`config.mk`:
```
export PLATFORM = sky130hd
export DESIGN_NAME = ec_x_seq
export DESIGN_NICKNAME = d
export VERILOG_FILES = /design/src/rtl/ec_x_seq.sv
export SDC_FILE = /design/constraint.sdc
export NUM_CORES = 1
export LEC_CHECK = 0
export ABC_AREA = 1
export ABC_CLOCK_PERIOD_IN_PS = 2220
export CORE_UTILIZATION = 51
export CTS_CLUSTER_SIZE = 20
export DETAILED_ROUTE_END_ITERATION = 8
export GPL_ROUTABILITY_DRIVEN = 0
export GPL_TIMING_DRIVEN = 0
export PLACE_DENSITY = 0.88
export SLEW_MARGIN = 5
export SYNTH_ARGS = -nofsm -noshare
export SYNTH_HDL_FRONTEND = slang
export SYNTH_SLANG_ARGS = --single-unit
```
`constraint.sdc`:
```
create_clock -name clk -period 2.22 [get_ports clk]
set_clock_uncertainty 0.05 [all_clocks]
set_input_delay 0.444 -clock clk [delete_from_list [all_inputs] [get_ports clk]]
set_output_delay 0.444 -clock clk [all_outputs]
set_load 0.01 [all_outputs]
```
`src/rtl/ec_x_seq.sv`:
```
// ec_x_seq: micro-program sequencer for the X register and the
// modular-arithmetic unit. It steps through instructions held in an external
// synchronous ROM. For each instruction it loads X, starts the arithmetic unit
// and waits for that unit to complete, with a watchdog on the wait.
//
// Ports:
//   clk, rst_n   clock; asynchronous active-low reset
//   start        one-cycle run request (sampled in IDLE only)
//   abort        cancel a running program (any non-IDLE state)
//   prog_len     number of instructions, captured on an accepted start
//   rom_addr     instruction address (always equals pc)
//   rom_data     instruction: [7] end, [6:5] reserved, [4:3] ma_op, [2:0] x_src
//   x_op/x_en    X source select and load enable
//   x_clr        X synchronous clear
//   ma_op        arithmetic op code (holds last latched value)
//   ma_start     one-cycle start pulse to the arithmetic unit
//   ma_done      one-cycle completion pulse from the arithmetic unit
//   busy         high in every state except IDLE
//   done / err   normal-completion pulse / watchdog-timeout pulse
module ec_x_seq (
    input  logic       clk,
    input  logic       rst_n,
    input  logic       start,
    input  logic       abort,
    input  logic [5:0] prog_len,
    output logic [5:0] rom_addr,
    input  logic [7:0] rom_data,
    output logic [2:0] x_op,
    output logic       x_en,
    output logic       x_clr,
    output logic [1:0] ma_op,
    output logic       ma_start,
    input  logic       ma_done,
    output logic       busy,
    output logic       done,
    output logic       err
);

    localparam int unsigned PC_W = 6;
    localparam int unsigned WD_W = 8;
    localparam logic [WD_W-1:0] WD_MAX = '1;

    typedef enum logic [2:0] {
        S_IDLE,
        S_CLR,
        S_FETCH,
        S_LOAD,
        S_START,
        S_WAIT,
        S_FIN
    } state_t;

    state_t            state;
    logic [PC_W-1:0]   pc;
    logic [PC_W-1:0]   len;
    logic [WD_W-1:0]   wd;
    logic [1:0]        ma_op_q;
    logic              end_q;
    logic              unused_rsvd;

    // The reserved instruction bits have no function.
    assign unused_rsvd = ^rom_data[6:5];

    // Sequencer state, program counter, watchdog and per-instruction latches.
    always_ff @(posedge clk or negedge rst_n) begin
        if (!rst_n) begin
            state   <= S_IDLE;
            pc      <= '0;
            len     <= '0;
            wd      <= '0;
            ma_op_q <= '0;
            end_q   <= 1'b0;
        end else if (state != S_IDLE && abort) begin
            // Abort overrides every other transition.
            state <= S_IDLE;
        end else begin
            unique case (state)
                S_IDLE: begin
                    if (start) begin
                        len   <= prog_len;
                        pc    <= '0;
                        state <= S_CLR;
                    end
                end
                S_CLR: begin
                    state <= (len == '0) ? S_FIN : S_FETCH;
                end
                S_FETCH: begin
                    state <= S_LOAD;
                end
                S_LOAD: begin
                    ma_op_q <= rom_data[4:3];
                    end_q   <= rom_data[7];
                    state   <= S_START;
                end
                S_START: begin
                    wd    <= '0;
                    state <= S_WAIT;
                end
                S_WAIT: begin
                    // ma_done beats a simultaneous watchdog expiry.
                    if (ma_done) begin
                        if (end_q || pc == PC_W'(len - PC_W'(1))) begin
                            state <= S_FIN;
                        end else begin
                            pc    <= pc + PC_W'(1);
                            state <= S_FETCH;
                        end
                    end else if (wd == WD_MAX) begin
                        state <= S_IDLE;
                    end else begin
                        wd <= wd + WD_W'(1);
                    end
                end
                S_FIN: begin
                    state <= S_IDLE;
                end
                default: begin
                    state <= S_IDLE;
                end
            endcase
        end
    end

    // Output decode of the state and internal registers. Abort, ma_done and
    // rom_data gate the decode in the cycle where they take effect.
    logic aborting;
    logic wd_expire;

    assign busy      = (state != S_IDLE);
    assign aborting  = busy && abort;
    assign wd_expire = (state == S_WAIT) && (wd == WD_MAX) && !ma_done && !abort;

    assign rom_addr = pc;
    assign ma_op    = ma_op_q;
    assign err      = wd_expire;
    assign x_clr    = (state == S_CLR) || aborting || wd_expire;
    assign x_en     = (state == S_LOAD) && !abort;
    assign x_op     = x_en ? rom_data[2:0] : 3'd0;
    assign ma_start = (state == S_START) && !abort;
    assign done     = (state == S_FIN) && !abort;

endmodule

```
==> impl_metrics.env, run 1 <==
export IMPL_status="complete, but fails checks"
export IMPL_violations="setup timing"
export IMPL_required_ps=1730
export IMPL_ys_flop_type="dfrtp_1"
export IMPL_r2r_end="wd[5]$_DFFE_PN0P_"
export IMPL_slew_headroom_pct=60.3
export IMPL_core_um2=3100
export IMPL_firstDrtPassIters=4
export IMPL_grt_remaining_overflow=0
export IMPL_final_nets=313
export IMPL_postCtsHoldBufs=0
export IMPL_fmax_mhz=445
export IMPL_port_buffers=33
export IMPL_arrival_ps=1750
export IMPL_io_pins=36
export IMPL_final_area_um2=2300
export IMPL_synth_compound_area_share_pct=6.87
export IMPL_synth_top_family_by_area="simple AND/OR/NAND/NOR gates"
export IMPL_maxCapViolations=0
export IMPL_dp_hpwl_um=2720
export IMPL_maxSlewViolCount=0
export IMPL_dieArea_um2=3560
export IMPL_synthAdderAreaFrac_pct=2.22
export IMPL_cts_buffer_depth=2
export IMPL_postPlaceCellArea_um2=2080
export IMPL_ys_warn_count=0
export IMPL_grt_pass1_wl_um=6820
export IMPL_root_buffer="clkbuf_4"
export IMPL_rows=20
export IMPL_synth_simple_gate_area_share_pct=38.6
export IMPL_cts_buffers=3
export IMPL_drive_gt1_share_pct=22.1
export IMPL_yosysSeqAreaShare_pct=38.4
export IMPL_cts_sinks=26
export IMPL_grt_pass1_vias=1574
export IMPL_synth_distinct_cells=31
export IMPL_syn_area_um2=1690
export IMPL_p_leak_nw=1.15
export IMPL_hold_path_class="in -> async"
export IMPL_wl_per_cell_um=13.2
export IMPL_ant_nets=0
export IMPL_synth_edf_count=0
export IMPL_crit_fanout=4
export IMPL_initial_core_util_pct=54.6
export IMPL_powerDensity_nw_per_um2=889
export IMPL_tritoncts="yes"
export IMPL_yosys_register_bits=26
export IMPL_syn_area_per_cell_um2=7.21
export IMPL_synth_xor_area_share_pct=4.65
export IMPL_syn_to_final_growth_pct=35.9
export IMPL_drtIter0Drc=79
export IMPL_grt_usage_pct=25.5
export IMPL_seq_area_um2=652
export IMPL_clk_pin_slew_ps=150
export IMPL_antenna_found_initial=0
export IMPL_worstReg2RegStart="wd[0]$_DFFE_PN0P_"
export IMPL_n_antenna_cell=0
export IMPL_grt_max_degree=27
export IMPL_holdWs_ps=32.3
export IMPL_async_reset_ff_share_pct=100
export IMPL_hold_violations=0
export IMPL_drc=0
export IMPL_layout_commonest_cell="nand2_1"
export IMPL_syn_inst=235
export IMPL_worst_pin_slew_ps=595
export IMPL_setup_ws_ps=-25.9
export IMPL_routed_wl_um=4410
export IMPL_cp_end_kind="output pin"
export IMPL_fin_crit_ps=2250
export IMPL_peakVddDrop_mv=0.454
export IMPL_rsz0062_at_grt="yes"
export IMPL_reg2regPathDepth=15
export IMPL_die_x_um=59.6
export IMPL_setup_violations=3
export IMPL_multi_input_area_um2=958
export IMPL_avgViaCountPerCell=5.20
export IMPL_start_kind="register"
export IMPL_finalCritPeriodShare_pct=101
export IMPL_clk_latency_ps=340
export IMPL_die_h_um=59.6
export IMPL_htree_levels=1
export IMPL_final_cell_mix="70 x nand2_1, 26 x nor2_1, 26 x inv_1, 25 x dfrtp_1, 24 x clkdlybuf4s50_1"
export IMPL_synth_nets=257
export IMPL_fillers=237
export IMPL_reg2reg_slack_ps=110
export IMPL_muxShareOfSynthArea_pct=0.665
export IMPL_worstSetupPathType="reg -> out"
export IMPL_via_count=1737
[per-stage QoR]
| stage | worst slack (ps) | total power, mW | instances | TNS [ps] | util (%) |
|---|---|---|---|---|---|
| after floorplan | 394 | 1.37 | 235 | 0 | - |
| after global placement | -431 | 1.63 | 312 | -2120 | 67.0 |
| after detailed placement | -434 | 1.66 | 312 | -2120 | 67.0 |
| after CTS | -93.3 | 1.96 | 331 | -272 | 73.4 |
| after global routing | -154 | 2.18 | 334 | -410 | 74.2 |
| final | -25.9 | 2.05 | 334 | -54.7 | 74.2 |
[synthesized netlist by cell type, types with 2 or more instances]
cell type	number	area share (%)
xor2_1	7	3.6
o21ai_0	3	0.89
dfrtp_1	26	38
nand2_4	2	1.3
nand2_2	3	1.1
nand4_1	6	2.2
o21ai_1	2	0.59
a21oi_2	4	2.1
nor2_1	29	6.4
ha_1	3	2.2
inv_2	4	0.89
inv_1	28	6.2
xnor2_1	2	1.0
a21oi_1	5	1.5
nand3_1	20	5.9
nor3_1	3	0.89
nand2_1	73	16
clkbuf_1	2	0.44
[flip-flops by register name (all words and copies together), names as in the netlist]
signal	flops
rom_addr	6
end_q	1
ma_op	2
len	6
wd	8
state	3
[where the power goes]
part | total [mW] | internal [mW] | switching, mW
clock network | 0.252 | 0.101 | 0.151
logic | 1.04 | 0.434 | 0.606
registers | 0.755 | 0.621 | 0.135
[critical path: stages, from the launching register on]
cell	delay (ps)
dfrtp_1	420
ha_2	210
nand2_2	60
inv_2	50
nand4_1	120
buf_4	150
nor3_4	30
or2_4	260
buf_6	120
[logic make-up after synthesis]
logic type               count (synthesis)
multiplexers                             1
adder cells (fa/ha/maj)                  3
XOR/XNOR                                 9
buffers and inverters                   36
flip-flops                              26
AND/OR/NAND/NOR                        143
AO/OA/AOI/OAI                           17
[how the worst max path moves through the flow]
stage	start	endpoint	slack, ps	depth (start not counted)
global route	wd[0]$_DFFE_PN0P_	x_clr	-150	8
CTS	wd[0]$_DFFE_PN0P_	err	-90	8
detailed placement	abort	x_op[0]	-430	5
floorplan	wd[0]$_DFFE_PN0P_	x_clr	390	6
global placement	abort	x_op[0]	-430	5
finish	wd[0]$_DFFE_PN0P_	x_clr	-30	8
[per-layer routing]
layer,global-route usage (%),part of all wire (%),routed length (um),vias to the layer above
met4,12.6,2.9,127,0
li1,-,-,-,854
met2,41.7,48,2130,75
met3,4.37,6.7,293,17
met1,32.4,42,1860,791
met5,0,0,0,-
[layout make-up]
type	count	area share [%]
Sequential cell	26	28.3
Timing Repair Buffer	51	19.8
Tap cell	44	2.39
Buffer	3	0.815
Multi-Input combinational cell	173	41.6
Clock buffer	4	1.58
Inverter	33	5.49
[repair_timing]
item,CTS,global route
gates resized for setup,31,18
setup endpoints to repair,8,16
setup buffers,15,5
pin swaps,3,6
cloned,0,1
Power figures use the tool's default switching activity.
==> inputs of run 2 (changes only) <==
Settings changed: SLEW_MARGIN 5 to 40.
==> run 2 against run 1 <==
Net effect:
- the run still ends with setup timing left
- setup slack got worse by 51 ps
- maximum frequency down 2.2%
- hold slack got worse by 5.2 ps
- cell area barely moved
- sequential share of layout area barely moved
- clock-buffer cell count unchanged
- total power shrank 0.11%
- final cell count is the same
- global-route usage down 0.080 points
- critical path depth is the same
- via count is 0.40% lower
- clock power grew 2%
- critical path type unchanged
- largest cell class unchanged
- largest power group unchanged
==> impl_metrics.env, run 2 (synthesized netlist as in run 1, its figures left out) <==
export IMPL_cts_buffers=3
export IMPL_worstSetupPathType="reg -> out"
export IMPL_dp_hpwl_um=2680
export IMPL_final_cell_mix="69 x nand2_1, 26 x inv_1, 25 x nor2_1, 25 x dfrtp_1, 23 x clkdlybuf4s50_1"
export IMPL_reg2regPathDepth=16
export IMPL_finalCritPeriodShare_pct=103
export IMPL_dieArea_um2=3560
export IMPL_fin_crit_ps=2300
export IMPL_die_h_um=59.6
export IMPL_postPlaceCellArea_um2=2070
export IMPL_hold_path_class="in -> async"
export IMPL_slowest_stage="dfrtp_1"
export IMPL_htree_levels=1
export IMPL_peakVddDrop_mv=0.416
export IMPL_wl_per_cell_um=13.8
export IMPL_holdWs_ps=27.1
export IMPL_hold_violations=0
export IMPL_drtIter0Drc=125
export IMPL_worst_pin_slew_ps=592
export IMPL_top_register="wd"
export IMPL_setup_ws_ps=-77.2
export IMPL_drc=0
export IMPL_cts_buffer_depth=2
export IMPL_cp_end_kind="output pin"
export IMPL_final_nets=313
export IMPL_rsz0062_at_grt="yes"
export IMPL_maxCapViolations=0
export IMPL_grt_pass1_wl_um=6760
export IMPL_grt_max_degree=27
export IMPL_arrival_ps=1800
export IMPL_die_x_um=59.6
export IMPL_layout_commonest_cell="nand2_1"
export IMPL_path_cells="ha_2, nand2_2, inv_2, nand4_1, buf_4, nor3_4, or2_4, buf_6"
export IMPL_violations="setup timing"
export IMPL_root_buffer="clkbuf_4"
export IMPL_io_pins=36
export IMPL_setup_violations=5
export IMPL_syn_to_final_growth_pct=35.8
export IMPL_final_area_um2=2300
export IMPL_firstDrtPassIters=4
export IMPL_largest_reg_flops=8
export IMPL_antenna_found_initial=0
export IMPL_port_buffers=33
export IMPL_via_count=1730
export IMPL_core_um2=3100
export IMPL_rows=20
export IMPL_status="complete, but fails checks"
export IMPL_drive_gt1_share_pct=22.4
export IMPL_avgViaCountPerCell=5.18
export IMPL_ant_nets=0
export IMPL_grt_usage_pct=25.4
export IMPL_fmax_mhz=435
export IMPL_required_ps=1730
export IMPL_maxSlewViolCount=0
export IMPL_grt_pass1_vias=1548
export IMPL_p_leak_nw=1.17
export IMPL_grt_remaining_overflow=0
export IMPL_critical_path_max_stage_delay_ps=400
export IMPL_routed_wl_um=4610
export IMPL_cts_sinks=26
export IMPL_n_antenna_cell=0
export IMPL_tritoncts="yes"
export IMPL_p_total_mw=2.04
export IMPL_powerDensity_nw_per_um2=888
export IMPL_clk_latency_ps=340
export IMPL_clk_pin_slew_ps=150
export IMPL_start_kind="register"
export IMPL_slew_headroom_pct=60.6
export IMPL_initial_core_util_pct=54.6
export IMPL_crit_fanout=4
run 2: layer usage:
layer	track usage, %	up-vias	share of wire (%)
li1	-	848	-
met1	33.1	791	42
met2	41.3	78	49
met3	2.84	13	6.0
met4	13.6	0	2.5
met5	0	-	0
run 2: worst paths after layout:
path | slack (ps) | start | endpoint
max | -80 | wd[0]$_DFFE_PN0P_ | x_clr
min | 30 | rst_n | wd[7]$_DFFE_PN0P_
max reg2reg | -40 | wd[0]$_DFFE_PN0P_ | wd[5]$_DFFE_PN0P_
min reg2reg | 440 | ma_op[0]$_DFFE_PN0P_ | ma_op[0]$_DFFE_PN0P_
max in group asynchronous | 1680 | rst_n | state[2]$_DFFE_PN0P_
min in group clk | 440 | ma_op[0]$_DFFE_PN0P_ | ma_op[0]$_DFFE_PN0P_
run 2: power by group:
group / internal [mW] / leakage (nW) / total, mW / switching, mW
registers: 0.621 / 0.333 / 0.754 / 0.133
logic: 0.427 / 0.816 / 1.03 / 0.606
clock network: 0.101 / 0.0210 / 0.257 / 0.156
run 2: layout make-up:
type	count	area [um^2]
fillers	247	802
well taps	44	55.1
repair buffers	51	458
inverters	33	126
flip-flops and latches	26	652
plain buffers	3	18.8
multi-input cells	173	955
clock buffers	4	36.3
run 2: worst max-delay path, delay by kind of cell, from the launching register on:
kind          cells  cell delay, ps
simple gates      4             490
flops             1             400
buf+inv           3             350
fa+ha+maj         1             210
run 2: what timing repair did:
action / in CTS / in global routing
setup endpoints to repair: 8 / 16
gates resized for setup: 32 / 19
buffers inserted: 15 / 5
hold buffers: 0 / 0
gates cloned: 0 / 1
pin swaps: 3 / 7
run 2: stage by stage:
stage          setup TNS [ps]  std cells  worst slack [ps]  util (%)
2_1_floorplan               0        235               394         -
5_1_grt                 -1290        334              -163      74.2
3_5_place_dp            -2110        312              -436      66.9
6_report                 -239        334             -77.2      74.2
3_3_place_gp            -2120        312              -431      67.0
4_1_cts                  -195        331             -99.3      73.2
